`config.mk`:
```
export PLATFORM = sky130hd
export DESIGN_NAME = adc_acq_scheduler
export DESIGN_NICKNAME = d
export VERILOG_FILES = /design/src/rtl/adc_sched_pkg.sv /design/src/rtl/adc_sched_trig_sync.sv /design/src/rtl/adc_acq_scheduler.sv
export SDC_FILE = /design/constraint.sdc
export NUM_CORES = 1
export LEC_CHECK = 0
export ABC_AREA = 0
export CAP_MARGIN = 10
export CORE_ASPECT_RATIO = 1.25
export CORE_MARGIN = 2
export CORE_UTILIZATION = 50
export CTS_CLUSTER_SIZE = 28
export DETAILED_ROUTE_END_ITERATION = 6
export PLACE_DENSITY_LB_ADDON = 0.08
export SYNTH_ARGS = -nofsm -noshare
export SYNTH_HDL_FRONTEND = slang
export SYNTH_SLANG_ARGS = --single-unit
```
`constraint.sdc`:
```
create_clock -name OPB_CLK -period 2.9 [get_ports OPB_CLK]
set_clock_uncertainty 0.15 [all_clocks]
set_input_delay 0.58 -clock OPB_CLK [delete_from_list [all_inputs] [get_ports OPB_CLK]]
set_output_delay 0.58 -clock OPB_CLK [all_outputs]
set_load 0.1 [all_outputs]
```
`src/rtl/adc_sched_pkg.sv`:
```
// Shared types and constants for the ADC acquisition scheduler:
// FSM state encoding, default widths and status-word bit positions.
package adc_sched_pkg;

    localparam int DEF_DATA_W  = 16;
    localparam int DEF_ADDR_W  = 10;
    localparam int DEF_PER_W   = 20;
    localparam int DEF_TMO_CYC = 4096;

    typedef enum logic [2:0] {
        IDLE      = 3'd0,
        START     = 3'd1,
        WAIT_DONE = 3'd2,
        STORE     = 3'd3,
        GAP       = 3'd4
    } state_e;

    // Bit positions of the sticky/status flags in the 0x808 status word
    localparam int STAT_BUSY_BIT = 0;
    localparam int STAT_DONE_BIT = 1;
    localparam int STAT_OVR_BIT  = 2;
    localparam int STAT_TMO_BIT  = 3;
    localparam int STAT_W        = 4;

endpackage

```
`src/rtl/adc_sched_trig_sync.sv`:
```
// Two-flop synchroniser plus rising-edge detector for the asynchronous
// external trigger; only instantiated when ADC_SCHED_EXT_TRIG_EN is defined.
module adc_sched_trig_sync (
    input  logic clk_i,
    input  logic rst_n_i,
    input  logic trig_i,
    output logic rise_o
);

    logic sync1_q;
    logic sync2_q;
    logic prev_q;

    always_ff @(posedge clk_i or negedge rst_n_i) begin
        if (!rst_n_i) begin
            sync1_q <= 1'b0;
            sync2_q <= 1'b0;
            prev_q  <= 1'b0;
        end else begin
            sync1_q <= trig_i;
            sync2_q <= sync1_q;
            prev_q  <= sync2_q;
        end
    end

    assign rise_o = sync2_q & ~prev_q;

endmodule

```
`src/rtl/adc_acq_scheduler.sv`:
```
// Fixed-rate ADC conversion scheduler: issues starts every CFG_PERIOD cycles and
// stores each result at an incrementing RAM address. Optional macro: ADC_SCHED_EXT_TRIG_EN.
//
// state     | meaning
// IDLE      | no run; waiting for START_REQ (or an external trigger edge)
// START     | ADC_START asserted for one cycle, period/timeout timers loaded
// WAIT_DONE | waiting for ADC_DONE, timeout timer counting down
// STORE     | RAM_WE with latched sample, address/count advance
// GAP       | waiting for the period timer (or trigger edge) before next start
module adc_acq_scheduler
    import adc_sched_pkg::*;
#(
    parameter int DATA_W  = DEF_DATA_W,
    parameter int ADDR_W  = DEF_ADDR_W,
    parameter int PER_W   = DEF_PER_W,
    parameter int TMO_CYC = DEF_TMO_CYC
) (
    input  logic              OPB_CLK,
    input  logic              OPB_RST_N,
`ifdef ADC_SCHED_EXT_TRIG_EN
    input  logic              EXT_TRIG,
`endif
    input  logic              START_REQ,
    input  logic              ABORT,
    input  logic [PER_W-1:0]  CFG_PERIOD,
    input  logic [ADDR_W:0]   CFG_COUNT,
    input  logic              STAT_CLR,
    output logic              ADC_START,
    input  logic              ADC_DONE,
    input  logic [DATA_W-1:0] ADC_DATA,
    output logic              RAM_WE,
    output logic [ADDR_W-1:0] RAM_ADDR,
    output logic [DATA_W-1:0] RAM_WDATA,
    output logic              STAT_BUSY,
    output logic              STAT_DONE,
    output logic              STAT_OVR,
    output logic              STAT_TMO,
    output logic [ADDR_W:0]   STAT_CNT
);

    localparam int                TMO_W    = $clog2(TMO_CYC + 1);
    localparam logic [TMO_W-1:0]  TMO_LOAD = TMO_W'(TMO_CYC - 1);
    localparam logic [ADDR_W:0]   CNT_MAX  = {(ADDR_W + 1){1'b1}};

    state_e              state_q, state_d;
    logic [PER_W-1:0]    cfg_period_q, cfg_period_d;
    logic [ADDR_W:0]     cfg_count_q, cfg_count_d;
    logic [PER_W-1:0]    per_cnt_q, per_cnt_d;
    logic [TMO_W-1:0]    tmo_cnt_q, tmo_cnt_d;
    logic [ADDR_W-1:0]   addr_q, addr_d;
    logic [ADDR_W:0]     cnt_q, cnt_d;
    logic [DATA_W-1:0]   data_q, data_d;
    logic                done_q, done_d;
    logic                ovr_q, ovr_d;
    logic                tmo_q, tmo_d;

    logic                trig_rise;
    logic                per_tc;
    logic                per_chk;
    logic [PER_W-1:0]    per_load;
    logic [ADDR_W:0]     cnt_inc;
    logic                done_set, ovr_set, tmo_set, run_clr;
    logic [STAT_W-1:0]   stat_word;

`ifdef ADC_SCHED_EXT_TRIG_EN
    adc_sched_trig_sync u_trig_sync (
        .clk_i   (OPB_CLK),
        .rst_n_i (OPB_RST_N),
        .trig_i  (EXT_TRIG),
        .rise_o  (trig_rise)
    );
`else
    assign trig_rise = 1'b0;
`endif

    // The period timer "expires" on the cycle it reaches zero, so a start
    // issued from GAP lands exactly CFG_PERIOD cycles after the previous one.
    assign per_tc   = (per_cnt_q <= PER_W'(1));
    assign per_chk  = (cfg_period_q > PER_W'(1));
    assign per_load = (cfg_period_q == '0) ? '0 : cfg_period_q - PER_W'(1);
    assign cnt_inc  = (cnt_q == CNT_MAX) ? cnt_q : cnt_q + (ADDR_W + 1)'(1);

    always_comb begin
        state_d      = state_q;
        cfg_period_d = cfg_period_q;
        cfg_count_d  = cfg_count_q;
        per_cnt_d    = (per_cnt_q != '0) ? per_cnt_q - PER_W'(1) : '0;
        tmo_cnt_d    = tmo_cnt_q;
        addr_d       = addr_q;
        cnt_d        = cnt_q;
        data_d       = data_q;
        done_set     = 1'b0;
        ovr_set      = 1'b0;
        tmo_set      = 1'b0;
        run_clr      = 1'b0;

        if (ABORT) begin
            state_d = IDLE;
        end else begin
            case (state_q)
                IDLE: begin
                    if (START_REQ || trig_rise) begin
                        state_d      = START;
                        cfg_period_d = CFG_PERIOD;
                        cfg_count_d  = CFG_COUNT;
                        addr_d       = '0;
                        cnt_d        = '0;
                        run_clr      = 1'b1;
                    end
                end
                START: begin
                    state_d   = WAIT_DONE;
                    per_cnt_d = per_load;
                    tmo_cnt_d = TMO_LOAD;
                    ovr_set   = trig_rise;
                end
                WAIT_DONE: begin
                    ovr_set = (per_tc && per_chk) || trig_rise;
                    if (ADC_DONE) begin
                        state_d = STORE;
                        data_d  = ADC_DATA;
                    end else if (tmo_cnt_q == '0) begin
                        state_d = IDLE;
                        tmo_set = 1'b1;
                    end else begin
                        tmo_cnt_d = tmo_cnt_q - TMO_W'(1);
                    end
                end
                STORE: begin
                    addr_d  = addr_q + ADDR_W'(1);
                    cnt_d   = cnt_inc;
                    ovr_set = trig_rise;
                    if ((cfg_count_q != '0) && (cnt_inc == cfg_count_q)) begin
                        state_d  = IDLE;
                        done_set = 1'b1;
                    end else if (per_tc) begin
                        // Deferred start: the period already ran out while waiting
                        state_d = START;
                    end else begin
                        state_d = GAP;
                    end
                end
                GAP: begin
                    if (per_tc || trig_rise) begin
                        state_d = START;
                    end
                end
                default: state_d = IDLE;
            endcase
        end

        done_d = done_set | (done_q & ~STAT_CLR & ~run_clr);
        ovr_d  = ovr_set  | (ovr_q  & ~STAT_CLR);
        tmo_d  = tmo_set  | (tmo_q  & ~STAT_CLR);
    end

    always_ff @(posedge OPB_CLK or negedge OPB_RST_N) begin
        if (!OPB_RST_N) begin
            state_q      <= IDLE;
            cfg_period_q <= '0;
            cfg_count_q  <= '0;
            per_cnt_q    <= '0;
            tmo_cnt_q    <= '0;
            addr_q       <= '0;
            cnt_q        <= '0;
            data_q       <= '0;
            done_q       <= 1'b0;
            ovr_q        <= 1'b0;
            tmo_q        <= 1'b0;
        end else begin
            state_q      <= state_d;
            cfg_period_q <= cfg_period_d;
            cfg_count_q  <= cfg_count_d;
            per_cnt_q    <= per_cnt_d;
            tmo_cnt_q    <= tmo_cnt_d;
            addr_q       <= addr_d;
            cnt_q        <= cnt_d;
            data_q       <= data_d;
            done_q       <= done_d;
            ovr_q        <= ovr_d;
            tmo_q        <= tmo_d;
        end
    end

    assign stat_word[STAT_BUSY_BIT] = (state_q != IDLE);
    assign stat_word[STAT_DONE_BIT] = done_q;
    assign stat_word[STAT_OVR_BIT]  = ovr_q;
    assign stat_word[STAT_TMO_BIT]  = tmo_q;

    // Decoded from the state register so reset drops ADC_START asynchronously
    assign ADC_START = (state_q == START);
    assign RAM_WE    = (state_q == STORE);
    assign RAM_ADDR  = addr_q;
    assign RAM_WDATA = data_q;
    assign STAT_BUSY = stat_word[STAT_BUSY_BIT];
    assign STAT_DONE = stat_word[STAT_DONE_BIT];
    assign STAT_OVR  = stat_word[STAT_OVR_BIT];
    assign STAT_TMO  = stat_word[STAT_TMO_BIT];
    assign STAT_CNT  = cnt_q;

endmodule

```
==> results of run 1 <==
-- path summary, 6_finish.rpt --
| kind | from | end |
|---|---|---|
| max | per_cnt_q[13] | per_cnt_q[13] |
| min | OPB_RST_N | cfg_period_q[2] |
| max reg2reg | per_cnt_q[13] | per_cnt_q[13] |
| min reg2reg | tmo_cnt_q[0] | tmo_cnt_q[0] |
| max in group asynchronous | OPB_RST_N | RAM_ADDR[9] |
| min in group OPB_CLK | tmo_cnt_q[0] | tmo_cnt_q[0] |
-- critical path, stage by stage (launching register included) --
cell,delay (ns)
dfrtp_1,0.40
or4_4,0.57
or4_4,0.46
or4_4,0.46
o21ai_4,0.35
o22ai_1,0.16
-- power breakdown --
part	internal [mW]	switching (mW)
clock network	0.607	0.551
logic	0.837	1.64
registers	1.91	0.440
-- cells by family (layout without fill, tap and decap cells) --
family	count (synthesis)	count (layout)	share of synthesized area (%)
AO/OA/AOI/OAI	76	76	9.06
AND/OR/NAND/NOR	299	299	25.7
flip-flops	107	107	47.9
multiplexers	23	23	4.52
buffers and inverters	35	136	2.48
adder cells (fa/ha/maj)	8	8	1.79
XOR/XNOR	55	55	8.61
-- sequential cells by signal, summed over array words and instances (netlist names), 3 cells and up --
register / cells
RAM_ADDR: 10
RAM_WDATA: 16
STAT_CNT: 11
cfg_count_q: 11
cfg_period_q: 20
per_cnt_q: 20
state_q: 3
tmo_cnt_q: 13
-- metrics by stage --
| stage | area (um2) | std cells |
|---|---|---|
| floorplan | 5590 | 603 |
| global placement | 6660 | 823 |
| detailed placement | 6660 | 823 |
| CTS | 6940 | 839 |
| global route | 6940 | 839 |
| finish | 6940 | 839 |
-- routing by layer --
layer	wire length, um	vias up	part of all wire [%]	global-route usage, %
li1	-	2302	-	-
met1	5630	2319	41	29.1
met2	7250	111	53	42.9
met3	503	33	3.7	3.76
met4	387	0	2.8	10.0
met5	0	-	0	0
-- layout make-up --
| class | instances | area [um2] | area share (%) |
|---|---|---|---|
| Sequential cell | 107 | 2680 | 38.6 |
| Clock buffer | 10 | 239 | 3.44 |
| Inverter | 11 | 41.3 | 0.595 |
| Multi-Input combinational cell | 461 | 2780 | 40.0 |
| Clock inverter | 6 | 40.0 | 0.577 |
| Tap cell | 135 | 169 | 2.43 |
| Timing Repair Buffer | 109 | 996 | 14.4 |
-- cell usage in the layout, fill, tap and decap left out, types with 21 or more instances in the layout --
cell type,n
dfrtp_1,107
nand3_1,22
xor2_1,23
o22ai_1,22
nand2_1,132
clkdlybuf4s50_1,51
nor2_1,46
buf_4,54
nor3_1,21
xnor2_1,32
==> impl_metrics.toml, run 1 <==
[timing]
whs_ns = 0.0944
maxSlewHeadroom_pct = 59.8
hold_viol = 0
fin_ws_ns = 0.219
post-route-period-util_pct = 92.4
worstMarginPinSlew_ns = 0.602
tns_ns = 0
fmax_mhz = 373
grt_setup_unrepaired = "false"
fin_crit_ns = 2.68
timing.final.max_slew_violations = 0
finalSetupViolCount = 0

[cells_and_area]
num_antenna_cells = 0
nFillCells = 944
syn_to_final_growth_pct = 24.1
drive_above_1_share_pct = 14.3
fin_nets = 760
utilization_pct = 63.2

[floorplanning]
core_um2 = 11000
io_pins = 96
die_area_um2 = 12100
die_w_um = 98.6
placementRows = 43
start_util_pct = 51.0
die_h_um = 122

[power]
peakVddDrop_uv = 894
power.density_nw_per_um2 = 862
finalPower_mw = 5.99
p_leak_nw = 3.04

[yosys]
asyncSetResetFlopFracSynth_pct = 100
synth_most_common_cell = "nand2_1"
yosys-top-cells-area = "dfrtp_1, nand2_1, xnor2_1"
synthTopCellsByCount = "nand2_1, dfrtp_1, nor2_1"
synth-seq-area-share_pct = 47.9
synth_area_um2 = 5590
ys.flop_type = "dfrtp_1"
synth_top_area_share_pct = 47.9
synth_edf_count = 0
syn_nets = 664
synthCells = 603
yosysUniqueCellTypes = 50
yosys_register_bits = 107
synth_area_per_cell_um2 = 9.28
yosysTopAreaCell = "dfrtp_1"
yosys_warnings = 0

[clocking]
cts_tree = "yes"
clock_sinks = 107
cts_setup_buffers = 0
cts_resized = 0
path_clk_slew_ns = 0.07
clock_latency_ns = 0.34
root_buffer = "clkbuf_16"
cts_buffers = 9
clk_path_buf_depth = 2
postCtsHoldBufs = 0
htree_levels = 3

[route]
vias = 4765
route.detailed.drc = 0
drtAntennaViolNets = 0
dr.pass1.iters = 5
drtIter0Drc = 343
routedWlPerCell_um = 16.4
viasPerCell = 5.68
wl_mm = 13.8

[placed_design]
portBuffers = 95
dpl_worst_slack_ns = 0.225
gp_congestion = 0.859
dp_hpwl_mm = 10.2

[critical_path]
critPathCaptureType = "flip-flop"
start_kind = "flip-flop"
r2r_setup_slack_ns = 0.22
cp_max_fo = 14
ff2ff_path_depth = 5
cp.arrival_ns = 2.74
required_ns = 2.96
crit_type = "flip-flop to flip-flop"

[global_routing]
grt_max_degree = 44
grt_pass1_wl_mm = 23.1
antenna_found_initial = 0
grt_pass1_vias = 4763
grt-ovfl-total = 0
grt_use_total_pct = 24.1

[min_path]
min_path_type = "input pin to async pin"

[job]
drv_cap = 0

[outcome]
outcome = "complete, no violations"
(Power assumes the default switching activity.)
==> inputs of run 2 (changes only) <==
HOLD_SLACK_MARGIN = 0.03   (was unset)
==> results of run 2 <==
Same layout as run 1: the final DEF is identical, and so are final timing and power.
==> inputs of run 3 (changes only) <==
SETUP_SLACK_MARGIN = 0.4   (was unset)
clock period = 3.23 ns   (was 2.9 ns; I/O delays follow)
==> impl_metrics.toml, run 3 (same netlist as run 1, synthesis figures left out) <==
[power]
peakVddDrop_uv = 942
p_leak_nw = 3.02
power.density_nw_per_um2 = 778

[clocking]
cts_tree = "yes"
path_clk_slew_ns = 0.07
root_buffer = "clkbuf_16"
clock_latency_ns = 0.35
cts_buffers = 9
clock_sinks = 107
htree_levels = 3
clk_path_buf_depth = 2

[cells_and_area]
regArea_um2 = 2690
num_antenna_cells = 0
nFillCells = 966
drive_above_1_share_pct = 15.1
layout_common_cells = "nand2_1, dfrtp_1, buf_4"
fin_cells = 837
fin_nets = 758
multi_input_area_um2 = 2780
syn_to_final_growth_pct = 23.8
final_common_cell = "nand2_1"

[timing]
finalSetupViolCount = 0
maxSlewHeadroom_pct = 54.8
hold_viol = 0
tns_ns = 0
grt_setup_unrepaired = "false"
timing.final.max_slew_violations = 0
fin_crit_ns = 2.63
worstMarginPinSlew_ns = 0.671
fin_ws_ns = 0.603
fmax_mhz = 381
post-route-period-util_pct = 81.3

[floorplanning]
die_w_um = 98.6
die_area_um2 = 12100
die_h_um = 122
start_util_pct = 51.0
placementRows = 43
core_um2 = 11000
io_pins = 96

[global_routing]
antenna_found_initial = 0
grt_pass1_wl_mm = 22.9
grt_use_total_pct = 24.1
grt_pass1_vias = 4637
grt-ovfl-total = 0
grt_max_degree = 55

[route]
viasPerCell = 5.66
dr.pass1.iters = 4
met2RoutedLength_mm = 7.24
routedWlPerCell_um = 16.5
top_layer = "met4"
wl_met3_um = 494
wl_met1_mm = 5.65
route.detailed.drc = 0
wl_mm = 13.8
vias = 4740
drtAntennaViolNets = 0
drtIter0Drc = 221

[placed_design]
dpl_worst_slack_ns = 0.555
portBuffers = 95
gp_congestion = 0.928
dp_hpwl_mm = 10.1
dp_cells = 819

[critical_path]
r2r_setup_slack_ns = 0.60
crit_path_start = "per_cnt_q[12]"
cp-endpoint = "per_cnt_q[5]"
rr_startpoint = "per_cnt_q[12]"
crit_type = "flip-flop to flip-flop"
cp_max_fo = 8
start_kind = "flip-flop"
required_ns = 3.30
timing.rr.end = "per_cnt_q[5]"
cp.arrival_ns = 2.70
critPathCaptureType = "flip-flop"
ff2ff_path_depth = 6

[min_path]
min_path_type = "input pin to async pin"

[job]
drv_cap = 0

[outcome]
outcome = "complete, no violations"
run 3: changes by cell type in the layout (fill, tap and decap cells not counted), sizes merged:
cell      previous run  this run
buf                 58        56
clkbuf              10        12
clkinvlp             1         0
inv                 12        11
run 3: what timing repair did:
| action | in CTS | in global routing |
|---|---|---|
| endpoints found under the setup margin | 0 | 3 |
| hold buffers | 0 | 0 |
| gates resized for setup | 0 | 1 |
| buffers inserted | 0 | 2 |
| hold endpoints to repair | 0 | 0 |
run 3: worst min-delay path by stage:
stage          slack (ns)       endpoint  cells past startpoint
2_1_floorplan        0.20    RAM_ADDR[0]                      0
3_3_place_gp         0.31   tmo_cnt_q[0]                      1
3_5_place_dp         0.33  tmo_cnt_q[12]                      1
4_1_cts              0.10  tmo_cnt_q[12]                      1
5_1_grt              0.12  tmo_cnt_q[11]                      1
6_report             0.09  tmo_cnt_q[10]                      1
run 3: area by class of cell:
type / instances / area share, %
inverters: 11 / 0.596
well taps: 135 / 2.44
repair buffers: 107 / 13.8
multi-input cells: 461 / 40.2
clock buffers: 12 / 3.85
flip-flops and latches: 107 / 38.8
clock inverters: 4 / 0.343
run 3: worst max-delay path, cell delays in order (launching register included):
cell and delay [ns]:
dfrtp_1 0.42, or4_4 0.56, or4_4 0.47, or4_4 0.47, o21ai_4 0.16, buf_4 0.18, o22ai_1 0.10
run 3: layer usage:
metal / vias to the layer above / global-route usage [%]
li1: 2295 / -
met1: 2303 / 30.0
met2: 114 / 42.4
met3: 28 / 3.13
met4: 0 / 9.85
met5: - / 0
run 3: report_power, final:
group	switching [mW]	leakage, nW	internal [mW]
clock	0.484	0.148	0.584
sequential	0.386	1.32	1.71
combinational	1.47	1.56	0.743
total	2.34	3.02	3.04
run 3: metrics by stage:
stage | power, mW | utilization, % | area, um2 | hold slack [ns]
finish | 5.39 | 63.1 | 6930 | 0.0868
global route | 5.70 | 63.1 | 6930 | 0.115
CTS | 5.42 | 62.9 | 6900 | 0.103
detailed placement | 4.33 | 60.3 | 6610 | 0.328
global placement | 4.27 | 60.3 | 6610 | 0.308
floorplan | 3.75 | - | 5600 | 0.200
==> RTL edit (flow settings as in run 3) <==
Reset style: synchronous (`OPB_RST_N`), changed in one clocked block. Comments in the files are not updated.
--- a/src/rtl/adc_acq_scheduler.sv
+++ b/src/rtl/adc_acq_scheduler.sv
@@ -156,3 +156,3 @@
 
-    always_ff @(posedge OPB_CLK or negedge OPB_RST_N) begin
+    always_ff @(posedge OPB_CLK) begin
         if (!OPB_RST_N) begin
Function: differs if OPB_RST_N is asserted again (counterexample within 4 cycles, from zero or initial values and one cycle with OPB_RST_N low); with OPB_RST_N held inactive, the same outputs for 10 cycles.
==> RTL edit against run 3 <==
- fmax up 1.2%
- highest routed layer unchanged
- design area down 0.58%
- count of clock-buffer cells in the layout is 3 lower
- wire length grew 0.96%
- die area is 0.43% lower
- cell count grew 10%
- area after synthesis shrank 0.45%
- global-route usage is 1.0 points lower
- worst setup slack better by 0.031 ns
- sequential share of layout area down 7.5 points
- sequential cell count unchanged
- total power down 22%
==> RTL edit: results (changes against run 3) <==
Power and ir drop
  • Pwr Density: 612 mW/mm2 (was 778 mW/mm2)
  • Switching Fraction: 30.8% (was 43.5%)
  • Peak VDD IR: 498 uV (was 942 uV)
  • Leak: 2.56 nW (was 3.02 nW)

STA
  • Fin Setup TNS: 0 ns (unchanged)
  • Worst Tran Pin Value: 0.693 ns (was 0.671 ns)

Final layout
  • Top class by area: multi-input combinational cells (unchanged)
  • Non-clk buf share: 13.7% (was 13.8%)
  • Final clock-cell share: 5.38% (was 4.19%)
  • Inverters: 12 (was 11)
  • Comb_multi_in: 544 (was 461)
  • Nets@finish: 842 (was 758)
  • Share of cells above drive strength 1: 13.4% (was 15.1%)
  • Num sequential: 107 (unchanged)
  • Fraction of area in multi-input gates: 46.5% (was 40.2%)
  • Final cell count without fillers: 921 (was 837)
  • Layout area overhead: 23.7% (was 23.8%)
  • Register area: 0.00215 mm2 (was 0.00269 mm2)
  • Fill cells: 1032 (was 966)
  • Non-clock buffers: 107 (unchanged)

Synthesis
  • Post-synth cell types: 67 (was 50)
  • Mux cell area share after synthesis: 0.180% (was 4.52%)
  • Post-synth top cells: 128 x nand2_1, 107 x dfxtp_1, 83 x a21oi_1, 71 x nor2_1, 34 x xnor2_1 (was 132 x nand2_1, 107 x dfrtp_1, 46 x nor2_1, 32 x xnor2_1, 23 x xor2_1)
  • Post-Syn Nets: 764 (was 664)
  • Synth Area in Adders: 1.80% (was 1.79%)
  • Area fraction in compound gates after synthesis: 17.7% (was 9.06%)
  • Post-Synth XOR/XNOR Area: 8.81% (was 8.61%)
  • Asr flop ratio synth: 0% (was 100%)
  • Mapped Avg Cell Area: 7.92 um2 (was 9.28 um2)
  • Synth top area cells: dfxtp_1 38%, nand2_1 8.6%, a21oi_1 7.5% (was dfrtp_1 48%, nand2_1 8.9%, xnor2_1 5.0%)
  • Seq/Total Area, Yosys: 38.5% (was 47.9%)

Drt
  • WL per Instance: 15.1 um (was 16.5 um)
  • DRT Pass-1 Iters: 5 (was 4)
  • Vias: 5216 (was 4740)
  • DR iter-0 viols: 276 (was 221)

Global routing
  • Total track usage: 23.0% (was 24.1%)
  • Global-route wire length before repair: 22.8 mm (was 22.9 mm)
  • Largest net degree at the start of global routing: 89 (was 55)
  • Vias in the first global route: 4930 (was 4637)

Run status
  • Outcome: finished, final reports clean (unchanged)

Clocking
  • CTS Buf Count: 9 (unchanged)
  • CTS resizes: 0 (unchanged)
  • Clk_lat worst skew: 0.34 ns

Critical path
  • Crit-path slowest cell: dfxtp_1 (was or4_4)
  • Crit Path Max Fanout: 12 (was 8)
  • CP delay by family, top: compound AO/OA/AOI/OAI gates (was simple AND/OR/NAND/NOR gates)
  • Slowest stage delay, CP: 0.60 ns (was 0.56 ns)

Worst hold path
  • Hold WC Path Type: reg2reg (was in2async)

Place
  • Placed wire-length estimate: 9.95 mm (was 10.1 mm)
  • Placed instance count: 905 (was 819)
  • Pre-CTS WS: 0.443 ns (was 0.555 ns)
  • DP Area: 0.00652 mm2 (was 0.00661 mm2)
  • RePlAce Congestion: 0.951 (was 0.928)
-- RTL edit: cell types whose count changed in the layout (fill, tap and decap cells not counted), moves of 18 or more --
| cell | change |
|---|---|
| mux2_2 | -18 |
| a21oi_1 | +71 |
| dfrtp_1 | -101 |
| dfxtp_1 | +97 |
| nor2_1 | +24 |
| o22ai_1 | -19 |
-- RTL edit: kinds of logic (layout without fill, tap and decap cells) --
| logic type | Yosys count | in the layout |
|---|---|---|
| adders and majority gates | 8 | 8 |
| buffers and inverters | 52 | 135 |
| DFF | 107 | 107 |
| and+or+nand+nor | 322 | 322 |
| AOI/OAI and AO/OA | 157 | 157 |
| muxes | 1 | 1 |
| xor gates and xnor gates | 56 | 56 |
-- RTL edit: metal layers --
layer  GRT usage, %  wire length (um)
met1           26.5              5770
met2           42.9              7160
met3           3.04               646
met4           8.99               374
met5              0                 0
-- RTL edit: path summary, 6_finish.rpt --
path	startpoint	to	slack, ns	cells after the start
worst min register to register	tmo_cnt_q[12]$_SDFFE_PN0P_	tmo_cnt_q[12]$_SDFFE_PN0P_	0.30	2
worst max-delay path	STAT_CNT[2]$_SDFFE_PN0P_	STAT_DONE$_SDFF_PN0_	0.63	7
worst min-delay path	tmo_cnt_q[12]$_SDFFE_PN0P_	tmo_cnt_q[12]$_SDFFE_PN0P_	0.30	2
worst max register to register	STAT_CNT[2]$_SDFFE_PN0P_	STAT_DONE$_SDFF_PN0_	0.63	7
-- RTL edit: power groups by stage --
stage | Sequential (W) | Clock, W | Combinational [W]
floorplan | 0.00161 | 0 | 0.000987
global placement | 0.00162 | 0 | 0.00124
detailed placement | 0.00163 | 0 | 0.00126
CTS | 0.00160 | 0.00137 | 0.00127
global route | 0.00162 | 0.00141 | 0.00143
finish | 0.00160 | 0.00135 | 0.00127
